File: src/rtl/sprite_motion_ctrl_if.sv
// Host load channel for sprite_motion_ctrl: valid/ready handshake carrying
// a new origin and velocity.
interface sprite_motion_ctrl_if;
    logic       load_valid;
    logic       load_ready;
    logic [9:0] load_x;
    logic [8:0] load_y;
    logic [3:0] load_dx;
    logic [3:0] load_dy;

    modport master (
        output load_valid, load_x, load_y, load_dx, load_dy,
        input  load_ready
    );

    modport slave (
        input  load_valid, load_x, load_y, load_dx, load_dy,
        output load_ready
    );
endinterface

File: src/rtl/sprite_motion_ctrl.sv
// Per-frame sprite position/velocity controller: at the start of vertical blank it
// advances the sprite, bounces it off the screen edges and applies host loads.
module sprite_motion_ctrl #(
    parameter int unsigned SCREEN_W   = 640,
    parameter int unsigned SCREEN_H   = 480,
    parameter int unsigned SPRITE_WID = 40,
    parameter int unsigned SPRITE_HGT = 40,
    parameter int unsigned INIT_X     = 300,
    parameter int unsigned INIT_Y     = 220,
    parameter int          INIT_DX    = 2,
    parameter int          INIT_DY    = 1
) (
    input  logic                 clk,
    input  logic                 rst,
    input  logic [9:0]           raster_x,
    input  logic [8:0]           raster_y,
    input  logic                 enable,
    input  logic                 show,
    sprite_motion_ctrl_if.slave  load,
    output logic [9:0]           sprite_origin_offset_x,
    output logic [8:0]           sprite_origin_offset_y,
    output logic                 visible,
    output logic                 frame_done,
    output logic [7:0]           bounce_count,
    output logic                 corner
);

    localparam int unsigned XMAX = SCREEN_W - SPRITE_WID;
    localparam int unsigned YMAX = SCREEN_H - SPRITE_HGT;
    localparam logic signed [10:0] XMAX_S = 11'(XMAX);
    localparam logic signed [10:0] YMAX_S = 11'(YMAX);

    typedef enum logic [1:0] {StIdle, StUpdX, StUpdY} state_e;

    state_e      state_q, state_d;
    logic        frame_cond, frame_cond_q, frame_strobe;
    logic [9:0]  x_q, x_d;
    logic [8:0]  y_q, y_d;
    logic [3:0]  dx_q, dx_d, dy_q, dy_d;
    logic        vis_q, vis_d, done_q, done_d, corner_q, corner_d;
    logic [7:0]  bcnt_q, bcnt_d;
    logic        bounce_x_q, bounce_x_d, bounce_y;
    logic        pend_q, pend_d, use_pend_q, use_pend_d;
    logic [9:0]  pend_x_q, pend_x_d;
    logic [8:0]  pend_y_q, pend_y_d;
    logic [3:0]  pend_dx_q, pend_dx_d, pend_dy_q, pend_dy_d;
    logic        accept;
    logic signed [10:0] nx, ny;

    assign frame_cond   = (raster_y == 9'(SCREEN_H)) && (raster_x == '0);
    assign frame_strobe = frame_cond && !frame_cond_q;
    assign load.load_ready = !pend_q;
    assign accept       = load.load_valid && !pend_q;

    assign nx = $signed({1'b0, x_q}) + $signed({{7{dx_q[3]}}, dx_q});
    assign ny = $signed({2'b00, y_q}) + $signed({{7{dy_q[3]}}, dy_q});

    always_comb begin
        state_d    = state_q;
        x_d        = x_q;
        y_d        = y_q;
        dx_d       = dx_q;
        dy_d       = dy_q;
        vis_d      = vis_q;
        done_d     = 1'b0;
        corner_d   = 1'b0;
        bcnt_d     = bcnt_q;
        bounce_x_d = bounce_x_q;
        bounce_y   = 1'b0;
        use_pend_d = use_pend_q;
        pend_d     = pend_q;
        pend_x_d   = pend_x_q;
        pend_y_d   = pend_y_q;
        pend_dx_d  = pend_dx_q;
        pend_dy_d  = pend_dy_q;

        // Clamp at capture so the update path never sees out-of-range values.
        if (accept) begin
            pend_d    = 1'b1;
            pend_x_d  = (load.load_x > 10'(XMAX)) ? 10'(XMAX) : load.load_x;
            pend_y_d  = (load.load_y > 9'(YMAX)) ? 9'(YMAX) : load.load_y;
            pend_dx_d = (load.load_dx == 4'b1000) ? 4'b1001 : load.load_dx;
            pend_dy_d = (load.load_dy == 4'b1000) ? 4'b1001 : load.load_dy;
        end

        unique case (state_q)
            StIdle: begin
                if (frame_strobe) begin
                    state_d    = StUpdX;
                    // Snapshot so a load landing on the strobe waits a frame.
                    use_pend_d = pend_q;
                end
            end
            StUpdX: begin
                state_d    = StUpdY;
                bounce_x_d = 1'b0;
                if (use_pend_q) begin
                    x_d  = pend_x_q;
                    dx_d = pend_dx_q;
                end else if (enable) begin
                    if (nx[10]) begin
                        x_d        = '0;
                        dx_d       = 4'(-dx_q);
                        bounce_x_d = 1'b1;
                    end else if (nx > XMAX_S) begin
                        x_d        = 10'(XMAX);
                        dx_d       = 4'(-dx_q);
                        bounce_x_d = 1'b1;
                    end else begin
                        x_d = nx[9:0];
                    end
                end
            end
            StUpdY: begin
                state_d = StIdle;
                done_d  = 1'b1;
                vis_d   = show;
                if (use_pend_q) begin
                    y_d        = pend_y_q;
                    dy_d       = pend_dy_q;
                    pend_d     = 1'b0;
                    use_pend_d = 1'b0;
                end else if (enable) begin
                    if (ny[10]) begin
                        y_d      = '0;
                        dy_d     = 4'(-dy_q);
                        bounce_y = 1'b1;
                    end else if (ny > YMAX_S) begin
                        y_d      = 9'(YMAX);
                        dy_d     = 4'(-dy_q);
                        bounce_y = 1'b1;
                    end else begin
                        y_d = ny[8:0];
                    end
                end
                if ((bounce_x_q || bounce_y) && bcnt_q != 8'hff) begin
                    bcnt_d = bcnt_q + 8'd1;
                end
                corner_d = bounce_x_q && bounce_y;
            end
            default: state_d = StIdle;
        endcase
    end

    always_ff @(posedge clk or posedge rst) begin
        if (rst) begin
            state_q      <= StIdle;
            frame_cond_q <= 1'b0;
            x_q          <= 10'(INIT_X);
            y_q          <= 9'(INIT_Y);
            dx_q         <= 4'(INIT_DX);
            dy_q         <= 4'(INIT_DY);
            vis_q        <= 1'b0;
            done_q       <= 1'b0;
            corner_q     <= 1'b0;
            bcnt_q       <= '0;
            bounce_x_q   <= 1'b0;
            pend_q       <= 1'b0;
            use_pend_q   <= 1'b0;
            pend_x_q     <= '0;
            pend_y_q     <= '0;
            pend_dx_q    <= '0;
            pend_dy_q    <= '0;
        end else begin
            state_q      <= state_d;
            frame_cond_q <= frame_cond;
            x_q          <= x_d;
            y_q          <= y_d;
            dx_q         <= dx_d;
            dy_q         <= dy_d;
            vis_q        <= vis_d;
            done_q       <= done_d;
            corner_q     <= corner_d;
            bcnt_q       <= bcnt_d;
            bounce_x_q   <= bounce_x_d;
            pend_q       <= pend_d;
            use_pend_q   <= use_pend_d;
            pend_x_q     <= pend_x_d;
            pend_y_q     <= pend_y_d;
            pend_dx_q    <= pend_dx_d;
            pend_dy_q    <= pend_dy_d;
        end
    end

    assign sprite_origin_offset_x = x_q;
    assign sprite_origin_offset_y = y_q;
    assign visible                = vis_q;
    assign frame_done             = done_q;
    assign corner                 = corner_q;
    assign bounce_count           = bcnt_q;

endmodule

File: src/flat_wrapper.sv
// flat-port wrapper written by rule: the top's interface ports become plain ports
module sprite_motion_ctrl_flat 
#(
    parameter int unsigned SCREEN_W   = 640,
    parameter int unsigned SCREEN_H   = 480,
    parameter int unsigned SPRITE_WID = 40,
    parameter int unsigned SPRITE_HGT = 40,
    parameter int unsigned INIT_X     = 300,
    parameter int unsigned INIT_Y     = 220,
    parameter int          INIT_DX    = 2,
    parameter int          INIT_DY    = 1
)
  (clk, rst, raster_x, raster_y, enable, show, sprite_origin_offset_x, sprite_origin_offset_y, visible, frame_done, bounce_count, corner, load_load_valid, load_load_x, load_load_y, load_load_dx, load_load_dy, load_load_ready);
  sprite_motion_ctrl_if load_i ();
  input  logic clk;
  input  logic rst;
  input  logic [9:0] raster_x;
  input  logic [8:0] raster_y;
  input  logic enable;
  input  logic show;
  output logic [9:0] sprite_origin_offset_x;
  output logic [8:0] sprite_origin_offset_y;
  output logic visible;
  output logic frame_done;
  output logic [7:0] bounce_count;
  output logic corner;
  input wire logic [$bits(load_i.load_valid)-1:0] load_load_valid;
  input wire logic [$bits(load_i.load_x)-1:0] load_load_x;
  input wire logic [$bits(load_i.load_y)-1:0] load_load_y;
  input wire logic [$bits(load_i.load_dx)-1:0] load_load_dx;
  input wire logic [$bits(load_i.load_dy)-1:0] load_load_dy;
  output wire logic [$bits(load_i.load_ready)-1:0] load_load_ready;
  assign load_i.load_valid = load_load_valid;
  assign load_i.load_x = load_load_x;
  assign load_i.load_y = load_load_y;
  assign load_i.load_dx = load_load_dx;
  assign load_i.load_dy = load_load_dy;
  assign load_load_ready = load_i.load_ready;
  sprite_motion_ctrl #(.SCREEN_W(SCREEN_W), .SCREEN_H(SCREEN_H), .SPRITE_WID(SPRITE_WID), .SPRITE_HGT(SPRITE_HGT), .INIT_X(INIT_X), .INIT_Y(INIT_Y), .INIT_DX(INIT_DX), .INIT_DY(INIT_DY)) u_core (.clk(clk), .rst(rst), .raster_x(raster_x), .raster_y(raster_y), .enable(enable), .show(show), .load(load_i), .sprite_origin_offset_x(sprite_origin_offset_x), .sprite_origin_offset_y(sprite_origin_offset_y), .visible(visible), .frame_done(frame_done), .bounce_count(bounce_count), .corner(corner));
endmodule
File: config.mk
export PLATFORM = sky130hd
export DESIGN_NAME = sprite_motion_ctrl_flat
export DESIGN_NICKNAME = d
export VERILOG_FILES = /design/src/rtl/sprite_motion_ctrl_if.sv /design/src/rtl/sprite_motion_ctrl.sv /design/src/flat_wrapper.sv
export SDC_FILE = /design/constraint.sdc
export NUM_CORES = 1
export LEC_CHECK = 0
export ABC_AREA = 1
export CORE_MARGIN = 2
export CORE_UTILIZATION = 55
export CTS_BUF_LIST = sky130_fd_sc_hd__clkbuf_4 sky130_fd_sc_hd__clkbuf_8
export CTS_CLUSTER_DIAMETER = 80
export DETAILED_ROUTE_END_ITERATION = 6
export GPL_TIMING_DRIVEN = 0
export PLACE_DENSITY = 0.89
export SLEW_MARGIN = 15
export SYNTH_ARGS = -nofsm -noshare
export SYNTH_HDL_FRONTEND = slang
export SYNTH_SLANG_ARGS = --single-unit
export TNS_END_PERCENT = 10
File: constraint.sdc
create_clock -name clk -period 2.4 [get_ports clk]
set_input_delay 0.48 -clock clk [delete_from_list [all_inputs] [get_ports clk]]
set_output_delay 0.48 -clock clk [all_outputs]
set_load 0.1 [all_outputs]
=== Yosys cells after proc, flatten, opt, wreduce, memory -nomap -nowiden ===
Index checks and enable logic that the tools add are counted.

* Register bits after elaboration: 71
* Bits of input ports: 51
* Output and inout bits: 31
* Word-level logic and storage cells: 91

* $add $sub $neg: 5
* Order comparisons: 4
* Eq/ne operators: 7
* Muxes and demuxes: 38
* Reduce and logical (&&, ||, !) cells: 20

{| class="wikitable"
|+ Operators by type and width
! kind !! number
|-
| $mux 10 || 5
|-
| $mux 9 || 5
|-
| $mux 4 || 10
|-
| $mux 1 || 15
|-
| $add 10x4->11 || 1
|-
| $add 11x4->11 || 1
|-
| $gt 11x10->1 const B || 1
|-
| $gt 11x11->1 const B || 1
|-
| $gt 10x10->1 const B || 1
|-
| $logic_not 10->1 || 1
|-
| $eq 9x9->1 const B || 1
|-
| $gt 9x9->1 const B || 1
|-
| $add 8x1->8 const B || 1
|-
| $eq 4x4->1 const B || 2
|-
| $ne 8x8->1 const B || 1
|-
| $neg 4->4 || 2
|-
| $reduce_and 2->1 || 4
|-
| $reduce_and 3->1 || 2
|-
| $reduce_bool 3->1 || 2
|-
| $logic_and 1x1->1 || 5
|-
| $pmux 2 s2 || 1
|-
| $reduce_bool 2->1 || 2
|-
| $eq 2x1->1 const B || 1
|-
| $eq 2x2->1 const B || 1
|-
| 6 further kinds || 7
|}

=== Logic depth before layout (Yosys ltp) ===
Gate-level depths: netlist of run 1.

* Depth in word-level cells: 10
* Gate-level depth with buffers: 16
* Gate-level depth less buffers: 16

=== Worst setup path before layout of run 1 ===
No wires, ideal clock.

* Path type: flip-flop to flip-flop
* Start: register u_core.y_q[0] (netlist: u_core.sprite_origin_offset_y[0])
* End: register u_core.bcnt_q[4] (netlist: u_core.bounce_count[4])
* Library setup time: 0.123 ns
* Arrival: 2.582 ns
* Required time: 2.277 ns
* Setup slack: -0.304 ns
* Stages on the path, launching flop included: 17
* Path buffers: 0
* Period minus slack after synthesis: 2.704 ns
* Cell sequence: dfrtp_1 ha_1 fa_1 nand3_1 nand2_2 nand3_2 nand2_2 nand2_2 nand2_1 nand2_1 nand2_1 nand3_1 nand2_2 nand2_4 nand2_4 nand2_1 nand2_1

* Word-level cells in the longest chain between the ends: 10

{| class="wikitable"
|+ RTL lines
! what !! RTL line !! text
|-
| from (decl) || sprite_motion_ctrl.sv:38 || <nowiki>logic [8:0] y_q, y_d;</nowiki>
|-
| from (signal assigned) || sprite_motion_ctrl.sv:150 || <nowiki>y_q <= 9'(INIT_Y);</nowiki>
|-
| from (signal assigned) || sprite_motion_ctrl.sv:168 || <nowiki>y_q <= y_d;</nowiki>
|-
| $add 10x4->11 (*) || sprite_motion_ctrl.sv:56 || <nowiki>assign ny = $signed({2'b00, y_q}) + $signed({{7{dy_q[3]}}, dy_q});</nowiki>
|-
| $gt 11x10->1 || sprite_motion_ctrl.sv:128 || <nowiki>end else if (ny > YMAX_S) begin</nowiki>
|-
| $mux 1 || sprite_motion_ctrl.sv:128 ||
|-
| $mux 1 (*) || sprite_motion_ctrl.sv:124 || <nowiki>if (ny[10]) begin</nowiki>
|-
| $mux 1 (*) || sprite_motion_ctrl.sv:123 || <nowiki>end else if (enable) begin</nowiki>
|-
| $mux 1 (*) || sprite_motion_ctrl.sv:118 || <nowiki>if (use_pend_q) begin</nowiki>
|-
| $mux 1 (*) || sprite_motion_ctrl.sv:86 || <nowiki>unique case (state_q)</nowiki>
|-
| $logic_or 1x1->1 (*) || sprite_motion_ctrl.sv:136 || <nowiki>if ((bounce_x_q || bounce_y) && bcnt_q != 8'hff) begin</nowiki>
|-
| $logic_and 1x1->1 (*) || sprite_motion_ctrl.sv:136 ||
|-
| $reduce_and 2->1 (no source line) (*) || n/a ||
|-
| to (signal assigned) || sprite_motion_ctrl.sv:174 || <nowiki>bcnt_q <= bcnt_d;</nowiki>
|-
| to (decl) || sprite_motion_ctrl.sv:41 || <nowiki>logic [7:0] bcnt_q, bcnt_d;</nowiki>
|}

Mark *: on every way between the ends. The rest lies on a longest branch, timed or not. The select of a mux whose other input is x is not followed.
A chain may end at the register's enable or synchronous reset.

=== Worst setup path after layout of run 1 ===
* Start: register u_core.y_q[0] (netlist: u_core.sprite_origin_offset_y[0])
* End: register u_core.bcnt_q[7] (netlist: u_core.bounce_count[7])

The elaborated chain is that of the path after synthesis.

==> flow_summary_export.csv, run 1 <==
group,metric,value,unit
status,outcome,"finished, violations left",
status,violations,"setup timing",
die,die_area,8880,um2
die,fp.coreArea,7810,um2
layout,area_delta_synth_final,32.9,%
timing,fin_crit,2.43,ns
yosys,synth_compound_area_frac,0.115,
power_and_ir_drop,total_power,0.00275,W
clocking,clk_latency,0.36,ns
timing,slew_violations,0,
power_and_ir_drop,cellLeakagePower,3.01,nW
drt,dr.pass1.iters,5,
layout,nNetsFinal,772,
clocking,cts.path.max_buffers,2,
setup_path,reg2reg_to,"u_core.bounce_count[7]",
timing,grt_setup_unrepaired,"yes",
global_route,grt_pass1_vias,4312,
drt,dr.max_layer_used,"met4",
setup_path,rrSetupSlack,-0.03,ns
layout,drive_gt1_frac,0.150,
yosys,yosysSeqAreaShare,0.400,
place,place_hpwl,9200,um
setup_path,cp.required,2.64,ns
drt,dr_wl_met2,6760,um
die,die_h,94.2,um
layout,fillers,545,
drt,dr.first_iter.drc_count,360,
place,place.gp.congestion,1.01,
flow_run,maxCapViolations,0,
setup_path,path_delay_family,"simple AND/OR/NAND/NOR gates",
setup_path,critPathSlowestCell,"fa_2",
place,io_buffer_count,81,
yosys,synthXorXnorAreaFrac,0.0271,
drt,wl_met1,5020,um
global_route,grt_start_max_net_pins,47,
clocking,cts_buffers,9,
yosys,synth_top_family_by_area,"simple AND/OR/NAND/NOR gates",
timing,timing.final.hold_violations,0,
power_and_ir_drop,ir_drop,0.372,mV
yosys,synthSimpleGateAreaFrac,0.309,
yosys,synth.distinct_cells,38,
clocking,root_buffer,"clkbuf_8",
setup_path,crit_fanout,8,
setup_path,cp.arrival,2.66,ns
die,die_x,94.2,um
power_and_ir_drop,power.density,461,nW/um2
yosys,yosysWarnings,0,
drt,drc,0,
hold_path,min_path_type,"primary input to asynchronous set/reset pin",
drt,wl_met3,1010,um
drt,wl_per_cell,16.5,um
drt,viasPerCell,5.87,
clocking,cts.clk_slew.worst_paths,0.08,ns
yosys,synth_nets,670,
drt,final_antenna_net_count,0,
global_route,grt_overflow_total,0,
setup_path,startpoint_type,"flop",
timing,worst_pin_slew,0.981,ns
timing,clock.fmax,412,MHz
timing,setup_viol,4,
yosys,synthMuxAreaShare,0.00670,
clocking,h-tree-depth,3,
yosys,ys_top_cells_by_area,"dfrtp_1 (34%), nand2_1 (13%), dfstp_2 (6.5%)",
layout,n_antenna_cell,0,
clocking,cts_hold_buf,0,
drt,dr_total_vias,4717,
setup_path,path_cells,"ha_4 > fa_2 > nor2_1 > nand2_1 > nand3_1 > nor2_1 > nand2_1 > nand2_1 > nand3_2 > nand3_4 > nand2_4 > nand2_8 > nand2_8 > nand2_1 > nand2_1",
clocking,cts_sinks,71,
yosys,synth_top_area_frac,0.335,
yosys,yosysTopAreaCell,"dfrtp_1",
die,num_rows,32,
timing,finalSetupTns,-0.0492,ns
place,dp_slack,-0.0670,ns
global_route,antenna_found_initial,0,
die,start_util,0.574,
yosys,synth_cells,594,
timing,fin_ws,-0.0265,ns
setup_path,r2r_cells,15,
timing,period_share,1.01,
layout,final_util,0.762,
yosys,synth_area,4480,um2
yosys,postSynthAreaPerCell,7.54,um2
drt,drt_wl_total,13300,um
setup_path,reg2reg_from,"u_core.sprite_origin_offset_y[0]",
timing,slew_headroom,0.344,
setup_path,max_stage_delay,0.53,ns
yosys,ys_ff_latch,71,
timing,finalClockSkew,0.0183,ns
setup_path,crit_type,"flop to flop",
clocking,cts_tree,"yes",
global_route,grt_pass1_wl,19900,um
die,io_pins,82,
setup_path,critPathMostFrequentCell,"nand2_1",
setup_path,crit_path_end_kind,"flop",
setup_path,cp_num_buf_inv,0,
global_route,grt_util_all_layers,0.287,
yosys,synthAdderAreaFrac,0.0732,
final cells by class:
type	instances	area (um2)	area share
multi-input cells	442	2590	0.435
clock inverters	6	60.1	0.0101
clock buffers	10	138	0.0231
flip-flops and latches	71	1830	0.307
repair buffers	89	893	0.150
plain buffers	12	46.3	0.00778
inverters	71	272	0.0456
well taps	102	128	0.0214
Yosys cell counts:
cell type and n:
a21boi_0 1, a21oi_1 54, a21oi_2 1, a21oi_4 1
a22oi_1 1, a31oi_1 6, buf_1 1, buf_2 1
clkbuf_1 10, clkinv_1 1, dfrtp_1 60, dfstp_2 11
fa_1 2, ha_1 23, inv_1 68, inv_2 2
mux2i_1 3, nand2_1 155, nand2_2 11, nand2_4 5
nand3_1 47, nand3_2 5, nand3b_1 9, nand4_1 9
nor2_1 48, nor2_2 3, nor3_1 8, nor4_1 2
nor4b_1 1, o211ai_1 2, o21ai_0 18, o21ai_1 8
o21bai_1 2, o22ai_1 1, or2_1 1, xnor2_1 6
xor2_1 6, xor2_2 1
flip-flops by register name (all words and copies together) (netlist names), 4 cells and up:
name and count:
u_core.pend_x_q 10, u_core.bounce_count 8, u_core.pend_dy_q 4, u_core.pend_dx_q 4, u_core.sprite_origin_offset_x 10, u_core.sprite_origin_offset_y 9, u_core.dx_q 4, u_core.pend_y_q 9
u_core.dy_q 4
worst max-delay path by stage:
stage | start | endpoint | slack [ns] | depth (start not counted)
detailed placement | u_core.dy_q[3] | u_core.bounce_count[2] | -0.07 | 15
global route | u_core.sprite_origin_offset_y[0] | u_core.bounce_count[7] | -0.14 | 15
CTS | u_core.bounce_count[0] | bounce_count[0] | 0.0009 | 1
floorplan | rst | u_core.sprite_origin_offset_x[0] | -0.01 | 1
global placement | rst | u_core.sprite_origin_offset_x[1] | -1.19 | 2
finish | u_core.sprite_origin_offset_y[0] | u_core.bounce_count[7] | -0.03 | 15
cells in the final DEF, fill, tap and decap left out, types with 7 or more instances in the layout:
cell	synthesis	layout
clkbuf_1	10	10
clkbuf_8	0	10
nand4_1	9	9
dlygate4sd2_1	0	17
nand2_2	11	15
o21ai_0	18	15
nor3_1	8	7
clkdlybuf4s50_1	0	56
dlymetal6s2s_1	0	8
nor2_1	48	48
ha_1	23	14
nand2_1	155	152
dfrtp_2	0	12
o21ai_1	8	11
ha_4	0	7
nand3_1	47	44
a21oi_1	54	49
nand3b_1	9	9
dfrtp_1	60	48
inv_1	68	66
worst register-to-register path, cell delays in order, from the launching register on:
cell	delay, ns
dfrtp_2	0.44
ha_4	0.18
fa_2	0.53
nor2_1	0.05
nand2_1	0.06
nand3_1	0.10
nor2_1	0.15
nand2_1	0.06
nand2_1	0.07
nand3_2	0.11
nand3_4	0.11
nand2_4	0.09
nand2_8	0.12
nand2_8	0.07
nand2_1	0.08
nand2_1	0.07
repair_timing:
action,in CTS,in global routing
pin swaps,0,5
resized for setup,23,43
cloned,0,2
endpoints found under the setup margin,33,39
hold endpoints to repair,0,0
setup buffers,0,7
per-stage QoR:
| step | std cells | hold slack, ns | instance area, um2 |
|---|---|---|---|
| floorplan | 594 | 0.435 | 4530 |
| global placement | 777 | 0.459 | 5470 |
| detailed placement | 778 | 0.459 | 5500 |
| CTS | 794 | 0.470 | 5700 |
| global route | 803 | 0.494 | 5950 |
| finish | 803 | 0.466 | 5950 |
per-layer routing:
layer / up-vias / global-route usage
li1: 2155 / -
met1: 2277 / 0.345
met3: 49 / 0.0658
met2: 236 / 0.510
met4: 0 / 0.0845
met5: - / 0
power breakdown:
group	switching [W]	internal [W]	total [W]
Clock	0.000469	0.000502	0.000972
Combinational	0.000277	0.000173	0.000450
Sequential	0.0000499	0.00127	0.00132
Total	0.000796	0.00195	0.00275
logic make-up (layout without fill, tap and decap cells):
kind of cell,after synthesis,count (layout)
AO/OA/AOI/OAI,95,95
XOR/XNOR,13,13
adder cells (fa/ha/maj),25,25
buffers and inverters,83,188
flip-flops,71,71
multiplexers,3,3
AND/OR/NAND/NOR,304,306
Power figures use the tool's default switching activity.
==> run 2, diff against run 1 <==
--- a/config.mk
+++ b/config.mk
@@ -12,6 +12,7 @@
 export CTS_CLUSTER_DIAMETER = 80
 export DETAILED_ROUTE_END_ITERATION = 6
 export GPL_TIMING_DRIVEN = 0
+export MAX_ROUTING_LAYER = met4
 export PLACE_DENSITY = 0.89
 export SLEW_MARGIN = 15
 export SYNTH_ARGS = -nofsm -noshare
==> constraint.sdc (replaced) <==
create_clock -name clk -period 2.4 [get_ports clk]
set_input_delay 0.36 -clock clk [delete_from_list [all_inputs] [get_ports clk]]
set_output_delay 0.36 -clock clk [all_outputs]
set_load 0.1 [all_outputs]
==> run 2 against run 1 <==
- the flow now finishes without violations
- sequential cell count unchanged
- final area grew 2.9%
- critical path depth is the same
- worst hold slack worse by 0.19 ns
- via count decreased by 0.47%
- sequential share of layout area decreased by 0.85 points
- first-iteration DRC count up 3.9%
- clock-buffer cell count grew 1
==> flow_summary_export.csv, run 2 (synthesis gave the netlist of run 1 again) <==
group,metric,value,unit
timing,setup_viol,0,
clocking,root_buffer,"clkbuf_8",
clocking,h-tree-depth,3,
timing,worst_pin_slew,1.01,ns
drt,drt_wl_total,13600,um
timing,period_share,0.988,
clocking,cts_tree,"yes",
layout,final_cell_mix,"nand2_1 (148), clkdlybuf4s50_1 (69), inv_1 (66)",
global_route,grt_overflow_total,0,
layout,final_cells,811,
power_and_ir_drop,cellLeakagePower,3.00,nW
drt,wl_per_cell,16.7,um
global_route,antenna_found_initial,0,
timing,timing.final.hold_violations,0,
place,io_buffer_count,81,
layout,drive_gt1_frac,0.176,
power_and_ir_drop,ir_drop,0.378,mV
setup_path,critPathSlowestCell,"dfrtp_2",
clocking,clk_latency,0.36,ns
clocking,cts_buffers,9,
timing,grt_setup_unrepaired,"yes",
die,io_pins,82,
clocking,cts_sinks,71,
global_route,grt_pass1_wl,20100,um
hold_path,min_path_type,"primary input to asynchronous set/reset pin",
power_and_ir_drop,power.density,454,nW/um2
layout,n_antenna_cell,0,
drt,final_antenna_net_count,0,
timing,slew_headroom,0.326,
global_route,grt_util_all_layers,0.298,
place,place.gp.congestion,0.919,
die,num_rows,32,
global_route,grt_start_max_net_pins,59,
global_route,grt_pass1_vias,4543,
setup_path,crit_type,"flop to flop",
timing,fin_hold_ws,0.276,ns
setup_path,startpoint_type,"flop",
die,die_h,94.2,um
setup_path,max_stage_delay,0.43,ns
setup_path,critPathMostFrequentCell,"nand2_1",
drt,viasPerCell,5.79,
setup_path,path_cells,"buf_12 > buf_4 > ha_1 > nand2_1 > inv_1 > a21oi_2 > nand3_1 > nand2_1 > nand2_4 > nor2_4 > nand2_4 > buf_4 > nand2_1 > nand2_1 > a21oi_1",
timing,slew_violations,0,
setup_path,cp.arrival,2.65,ns
place,dp_slack,-0.143,ns
setup_path,cp.required,2.68,ns
drt,drc,0,
timing,clock.fmax,422,MHz
layout,nNetsFinal,780,
timing,fin_crit,2.37,ns
setup_path,crit_path_end_kind,"flop",
flow_run,maxCapViolations,0,
layout,area_delta_synth_final,36.7,%
place,dp_cells,778,
place,place_hpwl,9140,um
die,fp.coreArea,7810,um2
clocking,cts.path.max_buffers,2,
setup_path,crit_fanout,8,
clocking,cts.clk_slew.worst_paths,0.08,ns
drt,dr.pass1.iters,5,
drt,dr_total_vias,4695,
die,die_x,94.2,um
die,die_area,8880,um2
timing,finalClockSkew,0.00998,ns
drt,dr.first_iter.drc_count,374,
layout,layout_commonest_cell,"nand2_1",
timing,fin_ws,0.0284,ns
status,outcome,"completed",
die,start_util,0.574,
run 2: cell count changes in the layout (fill, tap and decap cells not counted), moves of 3 or more:
cell / delta
buf_4: +6
clkdlybuf4s50_1: +13
dlygate4sd2_1: -7
dlymetal6s2s_1: -6
ha_4: +4
nand2_1: -4
nor2_2: +3
run 2: layout make-up:
cell class,instances,area (um2)
Buffer,12,46.3
Clock buffer,11,151
Clock inverter,5,56.3
Fill cell,512,1690
Inverter,71,272
Multi-Input combinational cell,442,2690
Sequential cell,71,1830
Tap cell,102,128
Timing Repair Buffer,97,951
run 2: critical path, delay by kind of cell, from the launching register on:
kind | cells | cell delay, ns
simple gates | 8 | 0.79
compound gates | 2 | 0.27
fa+ha+maj | 1 | 0.30
buf+inv | 4 | 0.50
flops | 1 | 0.43
run 2: layer usage:
layer | track usage | share of wire
met1 | 0.340 | 0.38
met2 | 0.506 | 0.52
met3 | 0.0498 | 0.064
met4 | 0.156 | 0.034
met5 | - | 0
run 2: repair_timing:
item,4_1_cts,5_1_grt
gates cloned,0,2
pin swaps,0,11
hold buffers,0,0
endpoints found under the setup margin,28,34
buffers inserted,0,15
gates resized for setup,18,50
run 2: worst paths after layout:
path                                    from                               end  slack (ns)  depth (start not counted)
max                           u_core.dx_q[3]  u_core.sprite_origin_offset_x[4]        0.03                         15
min                                      rst                    u_core.dy_q[2]        0.28                          2
max reg2reg                   u_core.dx_q[3]  u_core.sprite_origin_offset_x[4]        0.03                         15
min reg2reg                u_core.state_q[1]                 u_core.state_q[1]        0.48                          1
max in group asynchronous                rst                    u_core.dx_q[1]        1.53                          3
min in group clk           u_core.state_q[1]                 u_core.state_q[1]        0.48                          1
run 2: through the flow:
stage	instance area (um2)	setup TNS, ns	total power, W	utilization
finish	6120	0	0.00278	0.784
global route	6120	-0.461	0.00288	0.784
CTS	5720	0	0.00275	0.733
detailed placement	5500	-1.31	0.00177	0.705
global placement	5470	-53.13	0.00175	0.701
floorplan	4530	0	0.00160	-
run 2: report_power, final:
| part | total (W) | switching [W] | internal, W | leakage (nW) |
|---|---|---|---|---|
| registers | 0.00132 | 0.0000505 | 0.00127 | 0.861 |
| logic | 0.000452 | 0.000276 | 0.000176 | 2.03 |
| clock network | 0.00101 | 0.000471 | 0.000535 | 0.105 |
